File: config.mk
export PLATFORM = sky130hd
export DESIGN_NAME = pipe_stage_buffer
export DESIGN_NICKNAME = d
export VERILOG_FILES = /design/src/rtl/pipe_pkg.sv /design/src/rtl/pipe_slot.sv /design/src/rtl/pipe_stage_buffer.sv
export SDC_FILE = /design/constraint.sdc
export NUM_CORES = 1
export LEC_CHECK = 0
export ABC_CLOCK_PERIOD_IN_PS = 3500
export BUFFER_PORTS_ARGS = -buffer_cell sky130_fd_sc_hd__buf_2
export CORE_MARGIN = 2
export CORE_UTILIZATION = 55
export CTS_CLUSTER_DIAMETER = 200
export DETAILED_ROUTE_END_ITERATION = 16
export PLACE_DENSITY = 0.81
export SYNTH_ARGS = -nofsm -noshare
export SYNTH_HDL_FRONTEND = slang
export SYNTH_SLANG_ARGS = --single-unit
File: constraint.sdc
create_clock -name clock -period 3.5 [get_ports clock]
set_input_delay 0.35 -clock clock [delete_from_list [all_inputs] [get_ports clock]]
set_output_delay 0.35 -clock clock [all_outputs]
set_load 0.01 [all_outputs]
File: src/rtl/pipe_pkg.sv
`default_nettype none
// ============================================================================
// Module      : pipe_pkg
// Description : Shared definitions for the elastic pipeline-stage buffers.
//               Holds the occupancy state encoding, the per-boundary bundle
//               widths used by the pipeline top level, and the bit positions
//               of the wb and m fields inside a control bundle.
// Revision    : 1.0 - initial release
// ============================================================================
package pipe_pkg;

  // Occupancy doubles as the state encoding of the buffer.
  localparam logic [1:0] OCC_EMPTY = 2'd0;
  localparam logic [1:0] OCC_ONE   = 2'd1;
  localparam logic [1:0] OCC_FULL  = 2'd2;

  typedef enum logic [1:0] {
    ST_EMPTY = OCC_EMPTY,
    ST_ONE   = OCC_ONE,
    ST_FULL  = OCC_FULL
  } occ_state_e;

  // Per-boundary widths.
  // IF/ID  : ctrl = 1 live marker; data = pc+4 (32) + instruction (32).
  localparam int IFID_CTRL_W  = 1;
  localparam int IFID_DATA_W  = 64;
  // ID/EX  : ctrl = wb (2) + m (3) + ex (4);
  //          data = pc+4, rs, rt, imm (4 x 32) + rt idx (5) + rd idx (5).
  localparam int IDEX_CTRL_W  = 9;
  localparam int IDEX_DATA_W  = 138;
  // EX/MEM : ctrl = wb (2) + m (3);
  //          data = branch target (32) + alu result (32) + zero flag (1)
  //                 + store data (32) + 4 bits packed by the top level.
  localparam int EXMEM_CTRL_W = 5;
  localparam int EXMEM_DATA_W = 101;
  // MEM/WB : ctrl = wb (2); data = load data (32) + alu (32) + dest idx (5).
  localparam int MEMWB_CTRL_W = 2;
  localparam int MEMWB_DATA_W = 69;

  // Control bundle layout: wb field in the upper bits, m field below it.
  localparam int WB_REG_WRITE_BIT  = 4;
  localparam int WB_MEM_TO_REG_BIT = 3;
  localparam int M_BRANCH_BIT      = 2;
  localparam int M_MEM_READ_BIT    = 1;
  localparam int M_MEM_WRITE_BIT   = 0;

endpackage : pipe_pkg
`default_nettype wire

File: src/rtl/pipe_slot.sv
`default_nettype none
// ============================================================================
// Module      : pipe_slot
// Description : One clock-enabled storage slot holding a control bundle and
//               a data bundle. The control part can be cleared independently
//               of the data part so a bubble can be inserted cheaply.
// Ports       : clock      - rising-edge clock
//               reset      - synchronous active-low reset (clears everything)
//               load       - capture d_ctrl/d_data
//               clear_ctrl - zero the control part (wins over load)
//               clear_data - zero the data part (wins over load)
//               d_ctrl/d_data - incoming bundles
//               q_ctrl/q_data - stored bundles
// Revision    : 1.0 - initial release
// ============================================================================
module pipe_slot #(
  parameter int CTRL_W = 5,
  parameter int DATA_W = 101
) (
  input  logic              clock,
  input  logic              reset,
  input  logic              load,
  input  logic              clear_ctrl,
  input  logic              clear_data,
  input  logic [CTRL_W-1:0] d_ctrl,
  input  logic [DATA_W-1:0] d_data,
  output logic [CTRL_W-1:0] q_ctrl,
  output logic [DATA_W-1:0] q_data
);

  logic [CTRL_W-1:0] ctrl_reg;
  logic [DATA_W-1:0] data_reg;

  always_ff @(posedge clock) begin
    if (!reset) begin
      ctrl_reg <= '0;
      data_reg <= '0;
    end else begin
      if (clear_ctrl) begin
        ctrl_reg <= '0;
      end else if (load) begin
        ctrl_reg <= d_ctrl;
      end
      if (clear_data) begin
        data_reg <= '0;
      end else if (load) begin
        data_reg <= d_data;
      end
    end
  end

  assign q_ctrl = ctrl_reg;
  assign q_data = data_reg;

endmodule : pipe_slot
`default_nettype wire

File: src/rtl/pipe_stage_buffer.sv
`default_nettype none
// ============================================================================
// Module      : pipe_stage_buffer
// Description : Elastic pipeline-stage register with a valid/ready handshake
//               and a 2-entry skid buffer. up_ready and dn_valid are both
//               flops, so neither side sees a combinational path from the
//               other. A flush empties the buffer and forces dn_ctrl to zero.
// Ports       : clock, reset (sync, active-low), flush
//               up_valid/up_ready/up_ctrl/up_data - upstream side
//               dn_valid/dn_ready/dn_ctrl/dn_data - downstream side
//               occupancy - entries held (0, 1 or 2)
// Revision    : 1.0 - initial release
// ============================================================================
module pipe_stage_buffer
  import pipe_pkg::*;
#(
  parameter int CTRL_W              = EXMEM_CTRL_W,
  parameter int DATA_W              = EXMEM_DATA_W,
  parameter int CLEAR_DATA_ON_FLUSH = 0
) (
  input  logic              clock,
  input  logic              reset,
  input  logic              flush,
  input  logic              up_valid,
  output logic              up_ready,
  input  logic [CTRL_W-1:0] up_ctrl,
  input  logic [DATA_W-1:0] up_data,
  output logic              dn_valid,
  input  logic              dn_ready,
  output logic [CTRL_W-1:0] dn_ctrl,
  output logic [DATA_W-1:0] dn_data,
  output logic [1:0]        occupancy
);

  occ_state_e state_q, state_d;
  logic       up_ready_q;
  logic       dn_valid_q;

  logic up_fire;
  logic dn_fire;

  // Slot control
  logic main_load;
  logic main_from_skid;
  logic main_clear_ctrl;
  logic main_clear_data;
  logic skid_load;

  logic [CTRL_W-1:0] main_d_ctrl, main_q_ctrl, skid_q_ctrl;
  logic [DATA_W-1:0] main_d_data, main_q_data, skid_q_data;

  // Handshakes use only registered flags on the local side.
  assign up_fire = up_valid & up_ready_q;
  assign dn_fire = dn_valid_q & dn_ready;

  always_ff @(posedge clock) begin
    if (!reset) begin
      state_q    <= ST_EMPTY;
      up_ready_q <= 1'b1;
      dn_valid_q <= 1'b0;
    end else begin
      state_q    <= state_d;
      up_ready_q <= (state_d != ST_FULL);
      dn_valid_q <= (state_d != ST_EMPTY);
    end
  end

  always_comb begin
    state_d         = state_q;
    main_load       = 1'b0;
    main_from_skid  = 1'b0;
    main_clear_ctrl = 1'b0;
    main_clear_data = 1'b0;
    skid_load       = 1'b0;

    if (flush) begin
      // Kill everything; an upstream entry offered this cycle is dropped.
      state_d         = ST_EMPTY;
      main_clear_ctrl = 1'b1;
      main_clear_data = (CLEAR_DATA_ON_FLUSH != 0);
    end else begin
      case (state_q)
        ST_EMPTY: begin
          if (up_fire) begin
            main_load = 1'b1;
            state_d   = ST_ONE;
          end
        end
        ST_ONE: begin
          if (up_fire && dn_fire) begin
            main_load = 1'b1;
          end else if (up_fire) begin
            // Downstream stalled: park the newcomer behind the main entry.
            skid_load = 1'b1;
            state_d   = ST_FULL;
          end else if (dn_fire) begin
            // Leave a bubble; data is left as is to keep the data path lean.
            main_clear_ctrl = 1'b1;
            state_d         = ST_EMPTY;
          end
        end
        ST_FULL: begin
          if (dn_fire) begin
            main_load      = 1'b1;
            main_from_skid = 1'b1;
            state_d        = ST_ONE;
          end
        end
        default: begin
          state_d         = ST_EMPTY;
          main_clear_ctrl = 1'b1;
        end
      endcase
    end
  end

  assign main_d_ctrl = main_from_skid ? skid_q_ctrl : up_ctrl;
  assign main_d_data = main_from_skid ? skid_q_data : up_data;

  pipe_slot #(
    .CTRL_W (CTRL_W),
    .DATA_W (DATA_W)
  ) u_main (
    .clock      (clock),
    .reset      (reset),
    .load       (main_load),
    .clear_ctrl (main_clear_ctrl),
    .clear_data (main_clear_data),
    .d_ctrl     (main_d_ctrl),
    .d_data     (main_d_data),
    .q_ctrl     (main_q_ctrl),
    .q_data     (main_q_data)
  );

  // The skid slot is never cleared outside reset: a stale entry there is
  // harmless because it is always rewritten before being promoted.
  pipe_slot #(
    .CTRL_W (CTRL_W),
    .DATA_W (DATA_W)
  ) u_skid (
    .clock      (clock),
    .reset      (reset),
    .load       (skid_load),
    .clear_ctrl (1'b0),
    .clear_data (1'b0),
    .d_ctrl     (up_ctrl),
    .d_data     (up_data),
    .q_ctrl     (skid_q_ctrl),
    .q_data     (skid_q_data)
  );

  assign up_ready  = up_ready_q;
  assign dn_valid  = dn_valid_q;
  assign dn_ctrl   = main_q_ctrl;
  assign dn_data   = main_q_data;
  assign occupancy = state_q;

endmodule : pipe_stage_buffer
`default_nettype wire

Yosys cells after proc, flatten, opt, wreduce, memory -nomap -nowiden:

Cells that the tools add are included.

* add/subtract/negate cells: 0
* $mul: 0
* muxes and demuxes: 23
* shift operators: 0
* div/mod/pow operators: 0
* bitwise logic cells: 3
* magnitude comparators: 0
* equality and inequality tests: 3
* reduce and logical (&&, ||, !) cells: 5

Operator list (count)
* $mux W101: 1
* $mux W1: 12
* $mux W2: 6
* $pmux W2 S3: 1
* $mux W5: 1
* $reduce_or A2 Y1: 2
* $pmux W1 S3: 1
* $and A1 B1 Y1: 2
* $eq A2 B1 Y1 const B: 1
* $eq A2 B2 Y1 const B: 1
* $logic_not A2 Y1: 1
* $ne A2 B2 Y1 const B: 1
* $pmux W1 S2: 1
* $reduce_bool A2 Y1: 1
* $logic_and A1 B1 Y1: 1
* $not A1 Y1: 1

* output and inout bits: 110
* bits in read-only memories: 0
* register bits: 216
* memories: 0
* RAM bits: 0
* latch bits: 0

Depth between registers and ports, before layout:

* depth in word-level cells: 7
* mapped depth: 7
* depth with buffers taken out: 4

Hierarchy:

A second synthesis with hierarchy kept.

* cells, all modules: 829
* area, all modules: 9123.8 um^2

Modules (own cells, without submodules)
* pipe_slot: times used 2, area an instance 3789.9 um^2, cells an instance 343, seq. area each 2122.0 um^2
* pipe_stage_buffer: times used 1, area an instance 1544.0 um^2, cells an instance 143, seq. area each 80.1 um^2

Least setup slack after synthesis:

No wires, ideal clock.

* path kind: register -> register
* start point: reg state_q[0] (netlist: occupancy[0])
* end point: reg u_skid.data_reg[61] (netlist: u_skid.q_data[61])
* path slack: 1822 ps
* stages on the path, launching flop included: 8
* buffers on the path: 3
* arrival: 1562 ps
* path through: dfxtp_1 > a21bo_2 > or3_1 > clkbuf_1 > buf_2 > buf_2 > nand2_1 > a21boi_1

* word-level cells in the longest chain between the ends: 3

Ends and longest elaborated chain
* from (decl): RTL line pipe_stage_buffer.sv:35 `occ_state_e state_q, state_d;`
* from (signal assigned): RTL line pipe_stage_buffer.sv:62 `state_q <= state_d;`
* $eq A2 B1 Y1: RTL line pipe_stage_buffer.sv:82 `case (state_q)`
* $mux W1: RTL line pipe_stage_buffer.sv:82
* $mux W1: RTL line pipe_stage_buffer.sv:76 `if (flush) begin`
* to (signal assigned): RTL line pipe_slot.sv:47 `data_reg <= d_data;`
* to (decl): RTL line pipe_slot.sv:32 `logic [DATA_W-1:0] data_reg;`

Every way passes these cells.
A chain may end at the register's enable or synchronous reset.

Final worst setup path:

* start point: reg state_q[0] (netlist: occupancy[0])
* end point: reg u_main.ctrl_reg[4] (netlist: u_main.q_ctrl[4])

* word-level cells in the longest chain between the ends: 5

Ends and longest elaborated chain
* $eq A2 B2 Y1 / $logic_not A2 Y1 (equally long branches): RTL line pipe_stage_buffer.sv:82
* $reduce_or A2 Y1 (no line)
* $pmux W1 S2: RTL line pipe_stage_buffer.sv:82
* $mux W1: RTL line pipe_stage_buffer.sv:76
* $reduce_or A2 Y1 (no line)
* to (signal assigned): RTL line pipe_slot.sv:42 `ctrl_reg <= d_ctrl;`
* to (decl): RTL line pipe_slot.sv:31 `logic [CTRL_W-1:0] ctrl_reg;`

Several ways; a longest one is shown, not always the timed one.

==> results_tabular.tex <==
\begin{tabular}{lr}
\hline
Metric & Value \\
\hline
\multicolumn{2}{l}{\textbf{Run status}} \\
\quad Run status & complete, no violations \\
\multicolumn{2}{l}{\textbf{STA}} \\
\quad Post-Route Setup TNS & 0 ns \\
\quad Final period utilization & 60.6\% \\
\quad Relative max-transition margin & 43.8\% \\
\quad Final worst clock skew & slightly above 0.008 ns \\
\quad Count of endpoints failing setup in the final report & 0 \\
\quad Max-slew violations & 0 \\
\quad Unrepaired setup endpoints after global routing & false \\
\quad Max frequency & 0.471 GHz \\
\quad Pin slew with the least headroom to its limit & 0.843 ns \\
\quad Final critical path time including I/O delays and setup & between 2 and 2.5 ns \\
\quad Final hold violation count & 0 \\
\multicolumn{2}{l}{\textbf{Clock tree}} \\
\quad Clock slew at reported path FFs & around 0.06 ns \\
\quad Cell chosen for the clock root & clkbuf\_16 \\
\quad Maximum clock path buffer count & 3 \\
\quad Sinks on Clock Net & around 220 \\
\quad Post\_cts resized & 0 \\
\quad Number of buffers inserted for hold repair after clock tree synthesis & 0 \\
\quad Clock latency on the worst-skew pair & 0.49 ns \\
\quad Number of clock buffers inserted by TritonCTS & 23 \\
\quad Setup fix buffers added after clock tree synthesis & 0 \\
\quad H-tree Lvls & 1 \\
\quad TritonCTS clock tree & built \\
\multicolumn{2}{l}{\textbf{Floorplanning}} \\
\quad Die Span X & 131 um \\
\quad Die height & approximately 130 um \\
\quad Area enclosed by the die boundary & 17,300 um\^{}2 \\
\quad Number of rows created at floorplan & 46 \\
\quad Starting Density & 56.3\% \\
\quad Area inside the core boundary & between 15,000 and 20,000 um\^{}2 \\
\quad Count of pins on the block boundary & 221 \\
\multicolumn{2}{l}{\textbf{Logic synthesis}} \\
\quad Dominant combinational cell family by area after synthesis & compound AO/OA/AOI/OAI gates \\
\quad Number of synthesized register bits & 216 \\
\quad Cells after Synth & approximately 1,000 \\
\quad Yosys warns & 0 \\
\quad Post-synthesis mux area share & between 10\% and 20\% \\
\quad Xor and xnor area share after synthesis & 0\% \\
\quad Sequential fraction of the synthesis area & 48.4\% \\
\quad Net count after synthesis & 1,083 \\
\quad Simple-gate share of the synthesized area & 10.5\% \\
\quad Cell area after synthesis & approximately 9000 um\^{}2 \\
\quad Post-synthesis average cell area & 9.20 um\^{}2 \\
\quad Number of distinct library cells after synthesis & 30 \\
\quad Adder-cell area share of the yosys netlist & 0\% \\
\quad Compound-Gate Fraction of Synth Area & about 24\% \\
\multicolumn{2}{l}{\textbf{Worst setup path}} \\
\quad Reg2reg setup slack & between 1 and 1.5 ns \\
\quad Arrival time worst endpoint & 2.48 ns \\
\quad Element type at the critical path end & flip-flop \\
\quad Setup CP Type & flip-flop to flip-flop \\
\quad Maximum cell stage delay along the critical path & 0.69 ns \\
\quad List of cells traversed by the critical path & and4b\_1 -> or2\_1 -> o21ba\_4 -> buf\_12 -> a221oi\_1 \\
\quad Critical path launch point type & flip-flop \\
\quad Largest driver fanout on the critical path & 57 \\
\quad Depth of the most critical reg-to-reg path & 5 \\
\quad Required time worst endpoint & 3.86 ns \\
\quad Slowest stage cell, crit path & o21ba\_4 \\
\multicolumn{2}{l}{\textbf{Routing}} \\
\quad Count of antenna-violating nets left after detailed routing & 0 \\
\quad Count of unresolved DRC violations after routing & 0 \\
\quad WL/cell & between 15 and 20 um \\
\quad 1st-iter DRT viols & between 500 and 600 \\
\quad Routed WL & 22,300 um \\
\quad Number of iterations in the first detailed-routing pass & 5 \\
\quad Via total after detailed routing & 7,624 \\
\quad Via density & between 5 and 6 \\
\multicolumn{2}{l}{\textbf{Global routing}} \\
\quad Wire length of the first global-routing pass & 35,900 um \\
\quad GRT Total Usage & roughly a quarter \\
\quad Maximum number of pins on one net before global-route repair & 107 \\
\quad Sum of overflow across all layers after global routing & 0 \\
\quad Vias in the first global route & 7,166 \\
\quad Antenna violations before repair & 3 \\
\multicolumn{2}{l}{\textbf{Placed design}} \\
\quad Quantity of I/O buffers inserted on ports & 220 \\
\quad Routability congestion estimate & 0.770 \\
\quad HPWL after DPL & 12,800 um \\
\quad Placed cell count & 1,326 \\
\multicolumn{2}{l}{\textbf{Power and ir drop}} \\
\quad Static Leak & 4.36 nW \\
\quad PD cells & 509 nW/um\^{}2 \\
\quad Maximum resistive drop on vdd & around 370 uV \\
\multicolumn{2}{l}{\textbf{Layout}} \\
\quad Ratio of cells with drive above 1 in the final layout & 24.0\% \\
\quad Non-filler cells, final & 1,369 \\
\quad Count of fill cells added during filler insertion & 1,311 \\
\quad Layout net count & $\sim$1,200 \\
\quad Synth-to-layout area growth & 21.1\% \\
\quad Final Core Density & between 60\% and 70\% \\
\multicolumn{2}{l}{\textbf{Flow run}} \\
\quad Max-cap violations & 0 \\
\multicolumn{2}{l}{\textbf{Hold path}} \\
\quad Hold-critical path depth & 3 \\
\quad Min-delay worst type & input pin to flip-flop \\
\hline
\end{tabular}
-- cell type report --
type	count	area, um^2	area share, %
Inverter	2	7.51	0.0693
Sequential cell	216	4320	39.9
Clock inverter	5	28.8	0.266
Clock buffer	36	704	6.51
Antenna cell	2	5.00	0.0462
Multi-Input combinational cell	661	4210	38.9
Tap cell	216	270	2.50
Timing Repair Buffer	231	1270	11.8
-- flip-flops by register name (all words and copies together) (netlist names) --
name           count
u_main.q_data    101
up_ready           1
u_main.q_ctrl      5
u_skid.q_data    101
dn_valid           1
occupancy          2
u_skid.q_ctrl      5
-- through the flow --
stage	setup WS, ns	power [mW]	hold slack, ns	area (um^2)
2_1_floorplan	1.82	2.99	0.435	8940
3_3_place_gp	1.38	3.23	0.440	10100
3_5_place_dp	1.34	3.24	0.445	10100
4_1_cts	1.38	5.55	0.0872	10800
5_1_grt	1.25	5.72	0.0907	10800
6_report	1.38	5.51	0.0994	10800
-- Yosys cell counts --
library cell    n  share of area (%)
a31o_2          1              0.098
buf_6           3               0.38
o21ai_0         1              0.056
buf_4           9               0.76
nor2_1          7               0.29
buf_2          22                1.2
a21oi_1       102                5.7
nor3_2          2               0.22
mux2i_1       108                 12
o21ba_2         1               0.11
nand3b_4        1               0.22
and4b_1         1               0.11
dfxtp_1       216                 48
nand2_1       214                9.0
and4bb_1        1               0.14
or3_1           1              0.070
a21o_1          1              0.084
a21bo_2         1               0.11
inv_1           2              0.084
clkbuf_1       55                2.3
a21boi_1       40                3.4
nand3_1         1              0.056
or2_1           1              0.070
nand2b_1        2               0.14
a221oi_1        5               0.49
o21ba_1         1               0.11
o31ai_1       101                8.5
nor2b_1         2               0.14
buf_1           4               0.17
a21boi_0       66                5.5
-- kinds of logic (layout without fill, tap and decap cells) --
logic type / after synthesis / in the layout
AO/OA/AOI/OAI: 320 / 320
AND/OR/NAND/NOR: 233 / 233
flip-flops: 216 / 216
multiplexers: 108 / 108
buffers and inverters: 95 / 274
other: 0 / 2
-- worst paths after layout --
check / from / end
setup / recovery: occupancy[0] / u_main.q_ctrl[4]
hold / removal: up_data[62] / u_skid.q_data[62]
setup reg to reg: occupancy[0] / u_main.q_ctrl[4]
hold reg to reg: u_skid.q_data[30] / u_skid.q_data[30]
-- layer usage --
metal / vias up / track usage [%] / part of all wire (%) / wire length (um)
li1: 3747 / - / - / -
met1: 3586 / 33.5 / 45 / 10100
met2: 266 / 39.9 / 46 / 10200
met3: 25 / 5.21 / 7.3 / 1620
met4: 0 / 5.86 / 1.7 / 385
met5: - / 0 / 0 / 0
-- worst max-delay path, delay by kind of cell, from the launching register on --
kind	cells	cell delay (ns)
flip-flops	1	0.36
AO/OA/AOI/OAI	2	0.81
AND/OR/NAND/NOR	2	0.50
buffers and inverters	1	0.31
-- report_power, final --
part | total [mW] | internal [mW] | switching, mW
clock | 2.32 | 1.38 | 0.942
combinational | 0.555 | 0.240 | 0.315
sequential | 2.64 | 2.57 | 0.0632
-- cells in the final DEF, fill, tap and decap left out, drive strengths merged, types with 2 or more instances in the layout --
cell type  count
a21oi        102
inv            3
o31ai        101
nand2b         2
nand2        214
nor3           2
nor2b          2
dfxtp        216
mux2i        108
buf          231
diode          2
a221oi         5
o21ba          2
clkbuf        36
clkinv         4
a21boi       106
nor2           7
(Power assumes the default switching activity.)
